==> src/rtl/morse_char_transmitter.sv <==
// ----------------------------------------------------------------------------
// morse_char_transmitter
//
// Purpose:
//   Takes one character code per valid/ready handshake and keys it out as
//   Morse code. Elements are timed in units of UNIT_CYCLES clocks:
//     - dit mark: 1 unit
//     - dah mark: 3 units
//     - gap between elements of a character: 1 unit
//     - gap after a character: 3 units
//   Any code that is not a letter is sent as 4 silent units. Added to the
//   3-unit gap after the previous letter, this gives the 7-unit word gap.
//
// Ports:
//   clk         in   rising-edge clock
//   reset       in   synchronous, active-high reset
//   char_in     in   character code (CHAR_CODE_A..CHAR_CODE_F, CHAR_CODE_SPACE)
//   char_valid  in   char_in is valid
//   char_ready  out  a character is accepted on this cycle's edge if valid
//   key_out     out  registered key: 1 = mark (tone on), 0 = silence
//   busy        out  inverse of char_ready
// ----------------------------------------------------------------------------
module morse_char_transmitter #(
    parameter int  UNIT_CYCLES = 4,
    localparam int CHAR_W      = 3
) (
    input  logic              clk,
    input  logic              reset,
    input  logic [CHAR_W-1:0] char_in,
    input  logic              char_valid,
    output logic              char_ready,
    output logic              key_out,
    output logic              busy
);

    // Character set and pattern geometry shared with the Morse recognizer.
    localparam logic [CHAR_W-1:0] CHAR_CODE_A     = 3'd0;
    localparam logic [CHAR_W-1:0] CHAR_CODE_B     = 3'd1;
    localparam logic [CHAR_W-1:0] CHAR_CODE_C     = 3'd2;
    localparam logic [CHAR_W-1:0] CHAR_CODE_D     = 3'd3;
    localparam logic [CHAR_W-1:0] CHAR_CODE_E     = 3'd4;
    localparam logic [CHAR_W-1:0] CHAR_CODE_F     = 3'd5;
    localparam logic [CHAR_W-1:0] CHAR_CODE_SPACE = 3'd6;

    localparam int MORSE_LEN_W   = 3;
    localparam int MAX_MORSE_LEN = 4;
    // The stored pattern is widened so that any element index value
    // selects a real bit.
    localparam int PAT_W         = 1 << MORSE_LEN_W;

    // The duration counter holds (cycles remaining - 1) in the current state.
    localparam int CNT_W = $clog2(4 * UNIT_CYCLES);
    localparam logic [CNT_W-1:0] DIT_LD        = CNT_W'(UNIT_CYCLES - 1);
    localparam logic [CNT_W-1:0] DAH_LD        = CNT_W'(3 * UNIT_CYCLES - 1);
    // GAP lasts one cycle less than the full gap. The IDLE cycle that
    // follows supplies the last silent cycle.
    localparam logic [CNT_W-1:0] LETTER_GAP_LD = CNT_W'(3 * UNIT_CYCLES - 2);
    localparam logic [CNT_W-1:0] SPACE_GAP_LD  = CNT_W'(4 * UNIT_CYCLES - 2);

    typedef enum logic [1:0] {
        IDLE,
        MARK,
        ISPACE,
        GAP
    } state_e;

    state_e                 state_q, state_d;
    logic [CNT_W-1:0]       cnt_q, cnt_d;
    logic [MORSE_LEN_W-1:0] idx_q, idx_d;
    logic [PAT_W-1:0]       pat_q, pat_d;
    logic                   key_q;

    logic [MORSE_LEN_W-1:0]   lk_len;
    logic [MAX_MORSE_LEN-1:0] lk_pat;
    logic [PAT_W-1:0]         lk_pat_ext;

    function automatic logic [CNT_W-1:0] mark_load(input logic dah);
        return dah ? DAH_LD : DIT_LD;
    endfunction

    // Pattern lookup: bit 1 = dah, 0 = dit, sent from bit len-1 down to 0.
    // A length of 0 marks a word space.
    always_comb begin
        lk_len = '0;
        lk_pat = '0;
        case (char_in)
            CHAR_CODE_A: begin lk_len = 3'd2; lk_pat = 4'b0001; end
            CHAR_CODE_B: begin lk_len = 3'd4; lk_pat = 4'b1000; end
            CHAR_CODE_C: begin lk_len = 3'd4; lk_pat = 4'b1010; end
            CHAR_CODE_D: begin lk_len = 3'd3; lk_pat = 4'b0100; end
            CHAR_CODE_E: begin lk_len = 3'd1; lk_pat = 4'b0000; end
            CHAR_CODE_F: begin lk_len = 3'd4; lk_pat = 4'b0010; end
            CHAR_CODE_SPACE: begin lk_len = '0; lk_pat = '0; end
            default:     begin lk_len = '0; lk_pat = '0; end
        endcase
    end

    assign lk_pat_ext = {{(PAT_W - MAX_MORSE_LEN){1'b0}}, lk_pat};

    // NOTE: every signal written in this block receives a default first, so
    // no path through the case statement can infer a latch.
    always_comb begin
        state_d = state_q;
        cnt_d   = cnt_q;
        idx_d   = idx_q;
        pat_d   = pat_q;

        case (state_q)
            IDLE: begin
                if (char_valid) begin
                    pat_d = lk_pat_ext;
                    if (lk_len == '0) begin
                        state_d = GAP;
                        cnt_d   = SPACE_GAP_LD;
                        idx_d   = '0;
                    end else begin
                        state_d = MARK;
                        idx_d   = lk_len - 1'b1;
                        cnt_d   = mark_load(lk_pat_ext[idx_d]);
                    end
                end
            end

            MARK: begin
                if (cnt_q != '0) begin
                    cnt_d = cnt_q - 1'b1;
                end else if (idx_q == '0) begin
                    state_d = GAP;
                    cnt_d   = LETTER_GAP_LD;
                end else begin
                    state_d = ISPACE;
                    cnt_d   = DIT_LD;
                end
            end

            ISPACE: begin
                if (cnt_q != '0) begin
                    cnt_d = cnt_q - 1'b1;
                end else begin
                    state_d = MARK;
                    idx_d   = idx_q - 1'b1;
                    cnt_d   = mark_load(pat_q[idx_d]);
                end
            end

            GAP: begin
                if (cnt_q != '0) begin
                    cnt_d = cnt_q - 1'b1;
                end else begin
                    state_d = IDLE;
                    cnt_d   = '0;
                    idx_d   = '0;
                end
            end

            default: begin
                state_d = IDLE;
                cnt_d   = '0;
                idx_d   = '0;
            end
        endcase
    end

    // NOTE: sequential state uses non-blocking assignments. Every flop then
    // samples the pre-edge values and there are no ordering races between blocks.
    always_ff @(posedge clk) begin
        if (reset) begin
            // NOTE: the pattern register is reset along with the control
            // state. It is only a few flops, and this keeps it from showing X.
            state_q <= IDLE;
            cnt_q   <= '0;
            idx_q   <= '0;
            pat_q   <= '0;
            key_q   <= 1'b0;
        end else begin
            state_q <= state_d;
            cnt_q   <= cnt_d;
            idx_q   <= idx_d;
            pat_q   <= pat_d;
            // The key comes from a flop so that it changes only with the state.
            key_q   <= (state_d == MARK);
        end
    end

    assign char_ready = (state_q == IDLE);
    assign busy       = ~char_ready;
    assign key_out    = key_q;

endmodule

==> config.mk <==
export PLATFORM = sky130hd
export DESIGN_NAME = morse_char_transmitter
export DESIGN_NICKNAME = d
export VERILOG_FILES = /design/src/rtl/morse_char_transmitter.sv
export SDC_FILE = /design/constraint.sdc
export NUM_CORES = 1
export LEC_CHECK = 0
export CORE_UTILIZATION = 30
export DETAILED_ROUTE_END_ITERATION = 16
export PLACE_DENSITY = 0.6
export SLEW_MARGIN = 20
export SYNTH_ARGS = -nofsm -noshare
export SYNTH_HDL_FRONTEND = slang
export SYNTH_SLANG_ARGS = --single-unit
==> constraint.sdc <==
create_clock -name clk -period 1.8 [get_ports clk]
set_input_delay 0.36 -clock clk [delete_from_list [all_inputs] [get_ports clk]]
set_output_delay 0.36 -clock clk [all_outputs]
set_load 0.01 [all_outputs]
* Word-level counts from Yosys, hierarchy flattened
Cells that the tools add are included.
** Storage, ports and cells
- Register bits :: 14
- Bits in latches :: 0
- RAM bits :: 0
- Memory bits (read-only) :: 0
- Bits of input ports :: 6
- Output and inout port bits :: 3
- Word-level logic and storage cells :: 59
- Memories :: 0
** Operators by class
- $add $sub $neg :: 3
- Multipliers :: 0
- Divide/modulo/power cells :: 0
- Order comparisons :: 2
- Equal/unequal tests :: 12
- Shift-type cells :: 0
- Muxes and demuxes :: 27
- Bitwise logic cells :: 1
- Reduce and logical (&&, ||, !) cells :: 9
** Operator list (number)
- $mux W4 :: 8
- $pmux W4 S5 :: 1
- $pmux W4 S4 :: 1
- $mux W3 :: 4
- $pmux W3 S4 :: 1
- $mux W2 :: 5
- $logic_not A3 Y1 :: 3
- $pmux W3 S3 :: 1
- $lt A3 B4 Y1 const B :: 2
- $pmux W2 S4 :: 1
- $bmux W1 S3 :: 2
- $eq A3 B2 Y1 const B :: 2
- $eq A3 B3 Y1 const B :: 2
- $ne A2 B2 Y1 const B :: 3
- $sub A3 B1 Y3 const B :: 2
- $eq A2 B1 Y1 const B :: 2
- $eq A2 B2 Y1 const B :: 2
- $reduce_and A4 Y1 :: 1
- $reduce_bool A4 Y1 :: 1
- $sub A4 B1 Y4 const B :: 1
- $eq A3 B1 Y1 const B :: 1
- $mux W1 :: 3
- $reduce_bool A3 Y1 :: 1
- $reduce_or A3 Y1 :: 1
- other kinds (3) :: 3

* Longest topological paths before layout
- Depth after elaboration :: 10
- Gate-level depth with buffers :: 7
- Gate-level depth less buffers :: 7

* Worst setup path after synthesis
Ideal clock, no wire load.
- Path type :: input -> register
- From :: in char_valid
- To :: reg idx_q[0]
- Setup time :: 0.133 ns
- Arrival time :: 1.317 ns
- Required time :: 1.667 ns
- Slack :: 0.351 ns
- Stages on the path :: 5
- Buffers on the path :: 1
- Cell sequence :: or3b_1 -> buf_6 -> a21boi_1 -> a311oi_1 -> a211oi_1
** Between the ends
- Cells in the longest elaborated chain, start to end :: 2
** RTL lines
- from (decl) :: line 30 : input logic char_valid,
- $ne A2 B2 Y1 (no source line)
- $reduce_and A4 Y1 (no source line)
- to (signal assigned) :: line 178 : idx_q <= idx_d;
- to (decl) :: line 69 : logic [MORSE_LEN_W-1:0] idx_q, idx_d;
No other way between the ends.
A chain may end at the register's enable or synchronous reset.

* Worst setup path after layout
- From :: reg state_q[1]
- To :: out char_ready
** Between the ends
- Cells in the longest elaborated chain, start to end :: 1
** RTL lines
- from (decl) :: line 67 : state_e state_q, state_d;
- from (signal assigned) :: line 176 : state_q <= state_d;
- $logic_not A2 Y1 :: line 185 : assign char_ready = (state_q == IDLE);
- to (decl) :: line 31 : output logic char_ready,
No other way between the ends.

==> results by group <==
Clock network
  – Reg clk slew, reported paths: 0.09 ns
  – CTS Sinks: 14
  – Depth of the CTS H-tree: 1
  – Clock Latency Late Sink: 0.29 ns
  – Post-CTS Hold Buffers: 0
  – # Post-CTS Setup Buffers: 0
  – PostCTS Resize Cnt: 1
  – TritonCTS clock tree: built
  – Root buffer cell: clkbuf_4
  – CTS max path bufs: 2
  – Num CTS Buffers: 3

Detailed routing
  – Vias per inst: ~5.4
  – DR DRC count: 0
  – ANT nets after route: 0
  – Initial DRT Pass Iterations: 4
  – Post-Route WL: 1940 µm
  – Average wire per standard cell: 13.0 µm
  – Number of DRC markers in iteration 0: 28
  – Vias: 810

Setup path
  – RR Startpoint: state_q[1]
  – Reg2Reg Capture Point: idx_q[0]
  – Worst-path fanout max: 3
  – Critical-path top delay cell: or2_2
  – Critical path data arrival time: 1.28 ns
  – Setup CP Type: register to output pin
  – Crit path largest cell delay: about 0.33 ns
  – Crit path capture type: output pin
  – Required time of the worst setup path: 1.44 ns
  – R2R cell count: 5
  – Startpoint Class: register
  – Crit path launch: state_q[1]
  – Setup slack, reg-to-reg: 0.24 ns
  – Critical Path, Cell by Cell: or2_2 > inv_1 > dlygate4sd2_1

Timing
  – Crit share post-route: 90.8%
  – Final Skew: between 0.01 and 0.015 ns
  – Min Hold Slack: slightly below 0.5 ns
  – Final Setup Violations: 0
  – Fmax achieved: 0.612 GHz
  – RSZ-0062 raised after global routing: false
  – Slew headroom: between 60 and 70%
  – Fin. Hold Viols: 0
  – Pins over their slew limit: 0
  – Fin crit period: 1.64 ns
  – Worst-margin pin slew: 0.459 ns

Synth
  – Post-synth top flop: dfxtp_1
  – Asr flop ratio synth: 0%
  – Post-synth top area cell: dfxtp_1
  – Gate Count Post-Synth: 104
  – Leading post-synthesis cells by cell area: dfxtp_1 (33%), a21oi_1 (8.2%), nand2_1 (4.0%)
  – Avg Inst Size Synth: 8.19 µm²
  – Share of the synthesized area in the top cell type: 32.9%
  – Yosys warnings: 0
  – Syn nets: about 110
  – Synth Cell Area: 852 µm²
  – Post-synth EDFFs: 0
  – Flops & latches, synth: 14
  – Sequential fraction of the synthesis area: 32.9%
  – Synth unique cells: 39

Pwr
  – Reg power frac: between 30% and 40%
  – Lkg Pwr: ~0.43 nW
  – Sw frac: 40.8%
  – Cell internal pwr: around 0.88 mW
  – Clock Power Share: 12.1%
  – Net Sw Power: approximately 0.60 mW
  – Worst VDD drop: 0.000879 V
  – Cell Pwr Density: 1420 mW/mm²
  – Combinational share of power: a little over half

Floorplanning
  – Core Area: 0.00259 mm²
  – Die span in y: between 50 and 60 µm
  – Ports: 9
  – Die area: approximately 0.0031 mm²
  – Starting Density: 32.9%
  – Row cnt: 18
  – Die width: 55.3 µm

Finish
  – Final instance area: between 0.001 and 0.0015 mm²
  – Nets@finish: between 100 and 150
  – Area grow syn2layout: 21.9%
  – N_diodes: 0
  – Fillers: 248
  – Layout cells sized above 1: between 10% and 20%
  – Most frequent cells in the layout: a21oi_1 (14), dfxtp_1 (14), buf_4 (12)

Placed design
  – Hpwl dp: approximately 1400 µm
  – Dpl cell area: around 0.0010 mm²
  – Routability cong.: 0.785
  – Number of port buffers: 8

Worst hold path
  – Hold Path End: idx_q[1]
  – Hold crit path type: register to register
  – Hold Crit Start: idx_q[1]
  – Min-Delay Path Depth: 2

Global route
  – First-pass GRT wire length: 3350 µm
  – Antenna violations before repair: 0
  – Largest net degree at the start of global routing: 14
  – Grt total ovfl: 0
  – Vias in the first global route: 730
  – GRT Overall Usage: ~14%

Run
  – Max cap viols: 0

Status
  – Status: complete, no violations
[flip-flops by register name (all words and copies together), names as in the netlist]
name / flops
cnt_q: 4
state_q: 2
pat_q: 4
key_out: 1
idx_q: 3
[kinds of logic (layout without fill, tap and decap cells)]
| family | count (synthesis) | after routing | synth area share (%) |
|---|---|---|---|
| simple gates | 39 | 39 | 27.0 |
| compound gates | 31 | 31 | 23.9 |
| buf+inv | 15 | 30 | 8.37 |
| flops | 14 | 14 | 32.9 |
| fa+ha+maj | 2 | 2 | 2.94 |
| mux | 2 | 2 | 3.82 |
| xor+xnor | 1 | 1 | 1.03 |
[critical path: cells and delay by family (launching register included)]
kind / cells / cell delay [ns]
buffers and inverters: 2 / 0.35
DFF: 1 / 0.31
and+or+nand+nor: 1 / 0.33
[metrics by stage]
step | std cells | TNS, ns | util [%] | power (mW) | setup slack [ns]
2_1_floorplan | 104 | 0 | - | 1.05 | 0.351
3_3_place_gp | 146 | -0.0451 | 39.2 | 1.31 | -0.0354
3_5_place_dp | 146 | -0.0971 | 39.2 | 1.31 | -0.0599
4_1_cts | 149 | 0 | 40.0 | 1.48 | 0.0207
5_1_grt | 149 | 0 | 40.1 | 1.60 | 0.0985
6_report | 149 | 0 | 40.1 | 1.48 | 0.165
[per-layer routing]
metal / wire (µm) / GRT usage (%)
met1: 967 / 19.0
met2: 818 / 18.8
met3: 102 / 5.15
met4: 48 / 6.79
met5: 0 / 0
[how the worst max path moves through the flow]
stage / end / slack, ns / depth (start not counted)
after global placement: idx_q[0] / -0.04 / 5
after CTS: busy / 0.02 / 2
after global routing: char_ready / 0.1 / 3
after detailed placement: idx_q[0] / -0.06 / 5
final: char_ready / 0.16 / 3
after floorplan: idx_q[0] / 0.35 / 5
[power groups by stage]
| stage | logic [mW] | registers (mW) | clock network, mW |
|---|---|---|---|
| 2_1_floorplan | 0.575 | 0.471 | 0 |
| 3_3_place_gp | 0.809 | 0.498 | 0 |
| 3_5_place_dp | 0.807 | 0.501 | 0 |
| 4_1_cts | 0.805 | 0.493 | 0.183 |
| 5_1_grt | 0.890 | 0.510 | 0.203 |
| 6_report | 0.806 | 0.493 | 0.180 |
[cells in the mapped netlist (3+ instances only)]
library cell / count
a21oi_1: 14
nor3_1: 3
nor2_1: 9
nand2_1: 9
dfxtp_1: 14
clkbuf_1: 6
inv_1: 7
a211oi_1: 4
[final cells by class]
cell class / instances / area, µm² / area share, %
multi-input cells: 75 / 500 / 48.2
flip-flops and latches: 14 / 280 / 27.0
repair buffers: 20 / 171 / 16.5
well taps: 30 / 37.5 / 3.61
inverters: 7 / 26.3 / 2.53
clock buffers: 3 / 22.5 / 2.17
Power figures use the tool's default switching activity.
